[src/rtl/expr_eval_if.sv]
// Character-stream / result bus between the upstream recognizer, expr_eval and the display stage.
interface expr_eval_if #(parameter int W = 16);
  logic         in_valid;
  logic [7:0]   in;
  logic         out;
  logic         err;
  logic [W-1:0] result;
  logic         ovf;

  modport master (output in_valid, in, input out, err, result, ovf);
  modport slave  (input in_valid, in, output out, err, result, ovf);
endinterface

[src/rtl/expr_eval.sv]
// Streaming evaluator for "digit ((+|*) digit)*" with '*' binding tighter than '+'.
// Optional sticky overflow detection is built when EXPR_EVAL_OVF_EN is defined.
module expr_eval #(
  parameter int W = 16
) (
  input  logic        clk,
  input  logic        clr,
  expr_eval_if.slave  bus
);

  typedef enum logic [1:0] {S_EXP_DIG, S_EXP_OP, S_ERR} state_t;

  state_t       r_state;
  logic [W-1:0] r_sum;
  logic [W-1:0] r_term;
  logic         r_pend_mul;
  logic [W-1:0] r_result;
  logic         r_out;
  logic         r_err;

  logic         w_is_dig;
  logic [3:0]   w_d;
  logic [W-1:0] w_prod;
  logic [W-1:0] w_new_term;
  logic [W-1:0] w_res;
  logic [W-1:0] w_sum;

  assign w_is_dig   = (bus.in >= 8'h30) && (bus.in <= 8'h39);
  assign w_d        = 4'(bus.in - 8'h30);
  assign w_new_term = r_pend_mul ? w_prod : W'(w_d);

`ifdef EXPR_EVAL_OVF_EN
  // Wide copies keep the bits that fall off the W-bit datapath.
  logic [W+3:0] w_prod_full;
  logic [W:0]   w_res_full;
  logic [W:0]   w_sum_full;
  logic         w_dig_ok;
  logic         w_add_ok;
  logic         r_ovf;

  assign w_prod_full = (W+4)'(r_term) * (W+4)'(w_d);
  assign w_prod      = w_prod_full[W-1:0];
  assign w_res_full  = {1'b0, r_sum} + {1'b0, w_new_term};
  assign w_res       = w_res_full[W-1:0];
  assign w_sum_full  = {1'b0, r_sum} + {1'b0, r_term};
  assign w_sum       = w_sum_full[W-1:0];

  assign w_dig_ok = bus.in_valid && (r_state == S_EXP_DIG) && w_is_dig;
  assign w_add_ok = bus.in_valid && (r_state == S_EXP_OP) && (bus.in == 8'h2B);

  always_ff @(posedge clk) begin
    if (clr) begin
      r_ovf <= 1'b0;
    end else if ((w_dig_ok && ((r_pend_mul && (w_prod_full[W+3:W] != '0)) || w_res_full[W])) ||
                 (w_add_ok && w_sum_full[W])) begin
      r_ovf <= 1'b1;
    end
  end

  assign bus.ovf = r_ovf;
`else
  assign w_prod  = r_term * W'(w_d);
  assign w_res   = r_sum + w_new_term;
  assign w_sum   = r_sum + r_term;
  assign bus.ovf = 1'b0;
`endif

  always_ff @(posedge clk) begin
    if (clr) begin
      r_state    <= S_EXP_DIG;
      r_sum      <= '0;
      r_term     <= '0;
      r_pend_mul <= 1'b0;
      r_result   <= '0;
      r_out      <= 1'b0;
      r_err      <= 1'b0;
    end else if (bus.in_valid) begin
      case (r_state)
        S_EXP_DIG: begin
          if (w_is_dig) begin
            r_term   <= w_new_term;
            r_result <= w_res;
            r_state  <= S_EXP_OP;
            r_out    <= 1'b1;
          end else begin
            r_state  <= S_ERR;
            r_out    <= 1'b0;
            r_err    <= 1'b1;
          end
        end
        S_EXP_OP: begin
          // result is left alone on operators so it tracks the last complete prefix.
          if (bus.in == 8'h2B) begin
            r_sum      <= w_sum;
            r_pend_mul <= 1'b0;
            r_state    <= S_EXP_DIG;
            r_out      <= 1'b0;
          end else if (bus.in == 8'h2A) begin
            r_pend_mul <= 1'b1;
            r_state    <= S_EXP_DIG;
            r_out      <= 1'b0;
          end else begin
            r_state    <= S_ERR;
            r_out      <= 1'b0;
            r_err      <= 1'b1;
          end
        end
        default: begin
          r_state <= S_ERR;
        end
      endcase
    end
  end

  assign bus.out    = r_out;
  assign bus.err    = r_err;
  assign bus.result = r_result;

endmodule
[src/flat_wrapper.sv]
// flat-port wrapper written by rule: the top's interface ports become plain ports
module expr_eval_flat 
#(
  parameter int W = 16
)
  (clk, clr, bus_in_valid, bus_in, bus_out, bus_err, bus_result, bus_ovf);
  expr_eval_if #(.W(W)) bus_i ();
  input  logic clk;
  input  logic clr;
  input wire logic [$bits(bus_i.in_valid)-1:0] bus_in_valid;
  input wire logic [$bits(bus_i.in)-1:0] bus_in;
  output wire logic [$bits(bus_i.out)-1:0] bus_out;
  output wire logic [$bits(bus_i.err)-1:0] bus_err;
  output wire logic [$bits(bus_i.result)-1:0] bus_result;
  output wire logic [$bits(bus_i.ovf)-1:0] bus_ovf;
  assign bus_i.in_valid = bus_in_valid;
  assign bus_i.in = bus_in;
  assign bus_out = bus_i.out;
  assign bus_err = bus_i.err;
  assign bus_result = bus_i.result;
  assign bus_ovf = bus_i.ovf;
  expr_eval #(.W(W)) u_core (.clk(clk), .clr(clr), .bus(bus_i));
endmodule
[config.mk]
export PLATFORM = sky130hd
export DESIGN_NAME = expr_eval_flat
export DESIGN_NICKNAME = d
export VERILOG_FILES = /design/src/rtl/expr_eval_if.sv /design/src/rtl/expr_eval.sv /design/src/flat_wrapper.sv
export SDC_FILE = /design/constraint.sdc
export NUM_CORES = 1
export LEC_CHECK = 0
export CAP_MARGIN = 30
export CORE_ASPECT_RATIO = 1.75
export CORE_UTILIZATION = 55
export CTS_CLUSTER_SIZE = 20
export DETAILED_ROUTE_END_ITERATION = 12
export MAX_ROUTING_LAYER = met4
export PLACE_DENSITY = 0.76
export RECOVER_POWER = 25
export SLEW_MARGIN = 40
export SYNTH_ARGS = -nofsm -noshare
export SYNTH_HDL_FRONTEND = slang
export SYNTH_SLANG_ARGS = --single-unit
[constraint.sdc]
create_clock -name clk -period 6.1 [get_ports clk]
set_input_delay 1.22 -clock clk [delete_from_list [all_inputs] [get_ports clk]]
set_output_delay 1.22 -clock clk [all_outputs]
set_load 0.02 [all_outputs]
==> summary.md, run 1 <==
| Metric | Value |
|---|---|
| Synth Area per Inst | 7.94 sq um |
| Hold path depth | 2 |
| Layout cell share with drive strength beyond 1 | under 10% |
| Post-CTS Setup Inserts | 0 |
| Yosys cell types | 68 |
| Die height | about 130 um |
| DRC Markers | 0 |
| Setup TNS | 0 ns |
| Number of hold violations in the final report | 0 |
| R2R cell count | 19 |
| H-Tree Depth | 2 |
| Routed via count | ~4700 |
| Maxcap violations | 0 |
| Initial Utilization | a little under three fifths |
| Top Layer Used | met4 |
| DP HPWL | ~10000 um |
| Critical R2R Capture | u_core.bus.result[15] |
| Seq. cell area | between 0.001 and 0.0015 sq mm |
| Area of the multi-input gates | around 0.0038 sq mm |
| Post-synth top cells | nand2_1 (90), a21oi_1 (58), dfxtp_1 (53) |
| R2R Path Start | u_core.r_term[0] |
| Cell taking the most area after synthesis | dfxtp_1 |
| Worst-path clk slew | 0.07 ns |
| Relative slew slack | a little over two fifths |
| Share of flip-flops with an asynchronous set or reset | 0% |
| Largest family of logic cells by synthesized area | simple AND/OR/NAND/NOR gates |
| HP Start | u_core.bus.result[9] |
| NumNets Final | between 700 and 800 |
| Post-route met1 wirelength | 5290 um |
| Final setup fails | 0 |
| 1st-pass router iterations | 4 |
| Core Area | roughly 0.009 sq mm |
| Mux share of post-synthesis cell area | approximately 1.3% |
| Routed Antenna Nets | 0 |
| Vias in the first global route | between 4000 and 5000 |
| Compound-gate portion of the synthesized area | roughly a fifth |
| Avg WL per Cell | about 16 um |
| Mapped cell area | between 0.005 and 0.006 sq mm |
| Largest net degree at the start of global routing | 56 |
| PD cells | roughly 130 mW/mm^2 |
| Xor/xnor share of the synthesized area | 4.91% |
| CTS root buffer | clkbuf_16 |
| Synth Instances | around 640 |
| Post-Route WL | 12800 um |
| WP data arrival | 6.02 ns |
| Io pins | 30 |
| Remaining global-route overflow | 0 |
| Diode count | 0 |
| Synth Area in Adders | 21.9% |
| Outcome | complete, no violations |
| Worst Path Required | between 6 and 7 ns |
| Vias/cell | roughly 5.8 |
| RSZ-0062 raised after global routing | false |
| Yosys warnings | 0 |
| Most common cell in the synthesized netlist | nand2_1 |
| Initial antenna violation count | 0 |
| Flop2flop setup slack | ~1.3 ns |
| WL met3 | 373 um |
| Clk_lat worst skew | approximately 0.30 ns |
| First-pass GRT wire length | approximately 21000 um |
| Dominant cells by area after synthesis | dfxtp_1 (21%), ha_1 (11%), fa_1 (11%) |
| Clock skew | around 0.0044 ns |
| Peak VDD IR | 0.137 mV |
| Slew at the pin closest to its max-slew limit | 0.874 ns |
| Power, Total | around 0.00073 W |
| Sequential area share after synthesis | between 20% and 30% |
| Maximum buffer depth of the clock tree | 2 |
| Critical Path Sink Type | register |
| Hold Path End | u_core.bus.result[9] |
| Leakage power | approximately 2.7 nW |
| Port bufs | 28 |
| Routability cong. | roughly 0.94 |
| Share of the synthesized area in the top cell type | 20.8% |
| GRT Util Overall | 29.0% |
| Die Footprint | 0.00966 sq mm |
| DR iter-0 viols | 237 |
| Max FO, Critical Path | 14 |
| Hold WC Path Type | register to register |
| Metal2 WL | 6880 um |
| Die width | 74.7 um |
| Simple-Gate Fraction of Synth Area | 25.2% |
| Max Clock Freq | 0.171 GHz |
| Crit start category | input port |
| Mapped Nets | about 730 |
| Fillers | 818 |
| CTS tree | done |
| Synth-to-layout area growth | 14.6% |
| Worst Path Class, Setup | input port to register |
| Num rows | 46 |
| Slew Limit Fails | 0 |
| Number of synthesized flops with an enable pin | 0 |
| Tcrit/Tclk final | between 90% and 100% |
| Yosys reg bits | 53 |
| Fin crit period | 5.84 ns |
| Critical path origin | bus_in[3] |
| Num CTS Buffers | 5 |
| Most used DFF post-synth | dfxtp_1 |
| Clk sinks | between 50 and 60 |
## layout by cell type, fill, tap and decap left out, drive strengths merged, types with 4 or more instances in the layout
cell type / count
nand4: 5
a21boi: 4
and2: 43
nor2b: 5
o211ai: 6
nor3: 17
dfxtp: 53
a211oi: 11
xnor2: 15
nand2b: 5
a31oi: 10
nand3: 17
nor4b: 4
and3: 9
nand2: 91
o21ai: 24
clkdlybuf4s50: 10
fa: 27
o21a: 5
nor2: 32
buf: 30
a21o: 16
clkbuf: 7
nand3b: 4
mux2i: 4
inv: 52
a21oi: 60
dlygate4sd3: 17
ha: 46
xor2: 11
## cell type report
| type | count | share of cell area, % |
|---|---|---|
| Clock buffer | 7 | 2.44 |
| Inverter | 52 | 3.34 |
| Sequential cell | 53 | 18.2 |
| Clock inverter | 1 | 0.514 |
| Timing Repair Buffer | 57 | 8.45 |
| Multi-Input combinational cell | 512 | 64.5 |
| Tap cell | 120 | 2.57 |
## per-layer routing
layer	global-route usage [%]	up-vias
met4	9.66	0
li1	-	2305
met5	-	-
met2	52.3	89
met1	32.6	2278
met3	2.80	18
## what timing repair did
item                       4_1_cts  5_1_grt
hold buffers                     0        0
gates resized for setup          0        7
setup endpoints to repair        0        3
## cell families after synthesis
kind of cell,after synthesis
adders and majority gates,73
buffers and inverters,76
other,1
and+or+nand+nor,249
xor gates and xnor gates,27
DFF,53
muxes,6
AOI/OAI and AO/OA,156
## per-stage QoR
stage / setup WS [ns] / instance area (sq um) / cells / hold WS [ns] / utilization [%]
floorplan: 0.565 / 5090 / 641 / 0.452 / -
global placement: -0.0272 / 5630 / 794 / 0.441 / 62.3
detailed placement: -0.0931 / 5630 / 794 / 0.446 / 62.3
CTS: 0.194 / 5800 / 802 / 0.456 / 64.2
global route: 0.0150 / 5840 / 802 / 0.480 / 64.6
finish: 0.261 / 5840 / 802 / 0.450 / 64.6
## registers in the layout (all words and copies together), names as in the netlist
register           cells
u_core.bus.err         1
u_core.bus.result     16
u_core.r_pend_mul      1
u_core.bus.out         1
u_core.r_sum          16
u_core.r_state         2
u_core.r_term         16
## critical path, cell delays in order
cell             delay (ns)
clkdlybuf4s50_1        0.44
buf_4                  0.19
and2_1                 0.20
fa_1                   0.55
inv_1                  0.06
fa_1                   0.52
inv_1                  0.06
ha_4                   0.27
a21oi_1                0.07
a21oi_2                0.20
nand3_1                0.12
a31oi_2                0.21
nand2b_1               0.15
xor2_1                 0.18
and2_1                 0.17
ha_1                   0.27
a21oi_2                0.17
o21ai_0                0.13
a211o_1                0.31
and3_4                 0.18
nor3_1                 0.22
a211oi_2               0.10
## worst max-delay path by stage
| stage | endpoint | slack (ns) | cells after the start |
|---|---|---|---|
| detailed placement | u_core.bus.result[15] | -0.09 | 22 |
| CTS | u_core.bus.result[15] | 0.19 | 21 |
| global placement | u_core.bus.result[15] | -0.03 | 23 |
| global route | u_core.bus.result[15] | 0.02 | 23 |
| floorplan | u_core.bus.result[15] | 0.57 | 22 |
| finish | u_core.bus.result[15] | 0.26 | 22 |
## report_power, final
part / switching, W / internal [W] / total, W
combinational: 0.0000279 / 0.0000163 / 0.0000442
clock: 0.000133 / 0.000206 / 0.000339
sequential: 0.00000133 / 0.000348 / 0.000349
No activity file was read; power rests on OpenSTA's default activity.
==> run 2: changes to the inputs <==
--- a/config.mk
+++ b/config.mk
@@ -7,11 +7,11 @@
 export LEC_CHECK = 0
 export CAP_MARGIN = 30
 export CORE_ASPECT_RATIO = 1.75
-export CORE_UTILIZATION = 55
+export CORE_UTILIZATION = 43
 export CTS_CLUSTER_SIZE = 20
 export DETAILED_ROUTE_END_ITERATION = 12
 export MAX_ROUTING_LAYER = met4
-export PLACE_DENSITY = 0.76
+export PLACE_DENSITY = 0.62
 export RECOVER_POWER = 25
 export SLEW_MARGIN = 40
 export SYNTH_ARGS = -nofsm -noshare
==> run 2 against run 1 <==
The flow now finishes with violations (DRC). Utilization is 13 points lower. Cell count is 2.5% higher. Total power is 5.5% lower. Clock power is 12% lower. Wire length is 3.8% higher. Highest routed layer unchanged.
==> summary.md, run 2 (synthesis results as in run 1) <==
| Metric | Value |
|---|---|
| Vias in the first global route | 4773 (was 4639) |
| Clk sinks | 53 (unchanged) |
| Leakage power | 2.73 nW (was 2.70 nW) |
| Core Area | 0.0116 sq mm (was 0.00904 sq mm) |
| Fin crit period | 5.81 ns (was 5.84 ns) |
| Largest net degree at the start of global routing | 56 (unchanged) |
| 1st-pass router iterations | 8 (was 4) |
| Die width | 84.3 um (was 74.7 um) |
| Initial Utilization | 44.0% (was 56.4%) |
| Worst Path Required | 6.33 ns (was 6.28 ns) |
| DR iter-0 viols | 140 (was 237) |
| Layout cell share with drive strength beyond 1 | 11.8% (was 9.38%) |
| Crit start category | input port (unchanged) |
| Tcrit/Tclk final | 95.2% (was 95.7%) |
| CP top delay family | adder cells (unchanged) |
| DRC Markers | 6 (was 0) |
| Worst Path Class, Setup | input port to register (unchanged) |
| Critical Path Sink Type | register (unchanged) |
| Slew Limit Fails | 0 (unchanged) |
| Num CTS Buffers | 5 (unchanged) |
| Clock skew | 0.00546 ns (was 0.00439 ns) |
| CTS tree | done (unchanged) |
| CP Depth | 23 (was 22) |
| Maximum buffer depth of the clock tree | 2 (unchanged) |
| GRT Util Overall | 23.3% (was 29.0%) |
| Routed via count | 4647 (was 4690) |
| RSZ-0062 raised after global routing | false (unchanged) |
| Number of hold violations in the final report | 0 (unchanged) |
| R2R cell count | 22 (was 19) |
| First-pass GRT wire length | 22500 um (was 21300 um) |
| Worst Path Buf+Inv | 4 (unchanged) |
| Post-Route WL | 13300 um (was 12800 um) |
| Hold path depth | 2 (unchanged) |
| Num rows | 52 (was 46) |
| Die Footprint | 0.0123 sq mm (was 0.00966 sq mm) |
| H-Tree Depth | 2 (unchanged) |
| Peak VDD IR | 0.131 mV (was 0.137 mV) |
| NumNets Final | 770 (was 765) |
| Hold WC Path Type | register to register (unchanged) |
| PD cells | 116 mW/mm^2 (was 125 mW/mm^2) |
| Relative slew slack | 49.5% (was 41.7%) |
| Final Util | 51.4% (was 64.6%) |
| Worst-path clk slew | 0.07 ns (about the same) |
| Max Clock Freq | 0.172 GHz (was 0.171 GHz) |
| Max FO, Critical Path | 5 (was 14) |
| Synth-to-layout area growth | 16.8% (was 14.6%) |
| Most common cell after layout, fill and taps aside | nand2_1 (unchanged) |
| Routed Antenna Nets | 0 (unchanged) |
| Routability cong. | 0.901 (was 0.937) |
| Worst path most repeated cell | o21ai_1 |
| Failing checks | DRC |
| Remaining global-route overflow | 0 (unchanged) |
| Slowest-stage cell, CP | fa_1 (unchanged) |
| Hold_buf cts | 0 (unchanged) |
| DP HPWL | 10300 um (was 9730 um) |
| Maxcap violations | 0 (unchanged) |
| Diode count | 0 (unchanged) |
| Die height | 146 um (was 129 um) |
| Worst-path cell chain | clkdlybuf4s50_1, and2_1, fa_1, inv_1, fa_1, inv_1, ha_1, nor2b_2, o21a_1, o21ai_1, buf_4, nand3_1, a21oi_2, xnor2_2, and2_1, ha_2, a211o_1, o22ai_2, o21ai_1, and3_4, o21ai_1, nor2_1, a211oi_2 (was clkdlybuf4s50_1, buf_4, and2_1, fa_1, inv_1, fa_1, inv_1, ha_4, a21oi_1, a21oi_2, nand3_1, a31oi_2, nand2b_1, xor2_1, and2_1, ha_1, a21oi_2, o21ai_0, a211o_1, and3_4, nor3_1, a211oi_2) |
| WP data arrival | 6.03 ns (was 6.02 ns) |
| Commonest non-fill, non-tap cells in the layout | nand2_1 (90), a21oi_1 (53), inv_1 (52), dfxtp_1 (52) (was nand2_1 (90), a21oi_1 (57), dfxtp_1 (53)) |
| CTS root buffer | clkbuf_16 (unchanged) |
| Port bufs | 28 (unchanged) |
| Clk_lat worst skew | 0.30 ns (about the same) |
| Vias/cell | 5.65 (was 5.85) |
| Finished layout cell area | 0.00595 sq mm (was 0.00584 sq mm) |
| Initial antenna violation count | 0 (unchanged) |
| Io pins | 30 (unchanged) |
| Final setup fails | 0 (unchanged) |
| Power, Total | 0.000692 W (was 0.000732 W) |
| Slew at the pin closest to its max-slew limit | 0.755 ns (was 0.874 ns) |
| Avg WL per Cell | 16.1 um (was 16.0 um) |
| Placed cell area | 0.00568 sq mm (was 0.00563 sq mm) |
| Crit path largest cell delay | 0.54 ns (was 0.55 ns) |
| Outcome | complete, but fails checks (was complete, no violations) |
run 2: changes by cell type in the layout (fill, tap and decap cells not counted), sizes merged:
cell,before,now
dlymetal6s2s,0,1
inv,52,54
bufinv,1,0
clkdlybuf4s50,10,9
clkbuf,7,5
buf,30,35
clkinvlp,0,1
run 2: layout make-up:
class                           count  area, sq um
Inverter                           52          195
Sequential cell                    53         1060
Clock inverter                      3         25.0
Timing Repair Buffer               62          548
Multi-Input combinational cell    512         3820
Clock buffer                        5          125
Fill cell                        1144         5630
Tap cell                          135          169
run 2: path summary, 6_finish.rpt:
check / startpoint / end / slack (ns)
worst max-delay path: bus_in[3] / u_core.bus.result[15] / 0.29
worst min register to register: u_core.bus.result[5] / u_core.bus.result[5] / 0.45
worst max register to register: u_core.r_term[1] / u_core.bus.result[15] / 1.30
worst min-delay path: u_core.bus.result[5] / u_core.bus.result[5] / 0.45
run 2: what timing repair did:
item / CTS / global route
resized for setup: 1 / 21
pin swaps: 0 / 4
setup endpoints to repair: 1 / 1
buffers inserted: 0 / 2
run 2: tightest hold or removal path: stages (launching register included):
cell and delay [ns]:
dfxtp_1 0.31, nand2_1 0.05, a21oi_1 0.05
run 2: power by group:
part	switching, W	internal [W]	leakage, nW
Combinational	0.0000291	0.0000165	2.23
Clock	0.000142	0.000156	0.0708
Sequential	0.00000135	0.000347	0.428
run 2: through the flow:
step | TNS, ns | hold WS [ns] | instances | setup slack (ns)
2_1_floorplan | 0 | 0.452 | 641 | 0.565
3_3_place_gp | -0.128 | 0.444 | 810 | -0.128
3_5_place_dp | -0.299 | 0.449 | 812 | -0.299
4_1_cts | 0 | 0.459 | 820 | 0.0593
5_1_grt | 0 | 0.488 | 822 | 0.0171
6_report | 0 | 0.451 | 822 | 0.293
run 2: routing by layer:
metal / wire [um] / GRT usage, % / up-vias
met4: 326 / 8.62 / 0
met3: 275 / 1.53 / 20
met5: 0 / - / -
met2: 6980 / 42.0 / 66
met1: 5690 / 26.8 / 2250
li1: - / - / 2311
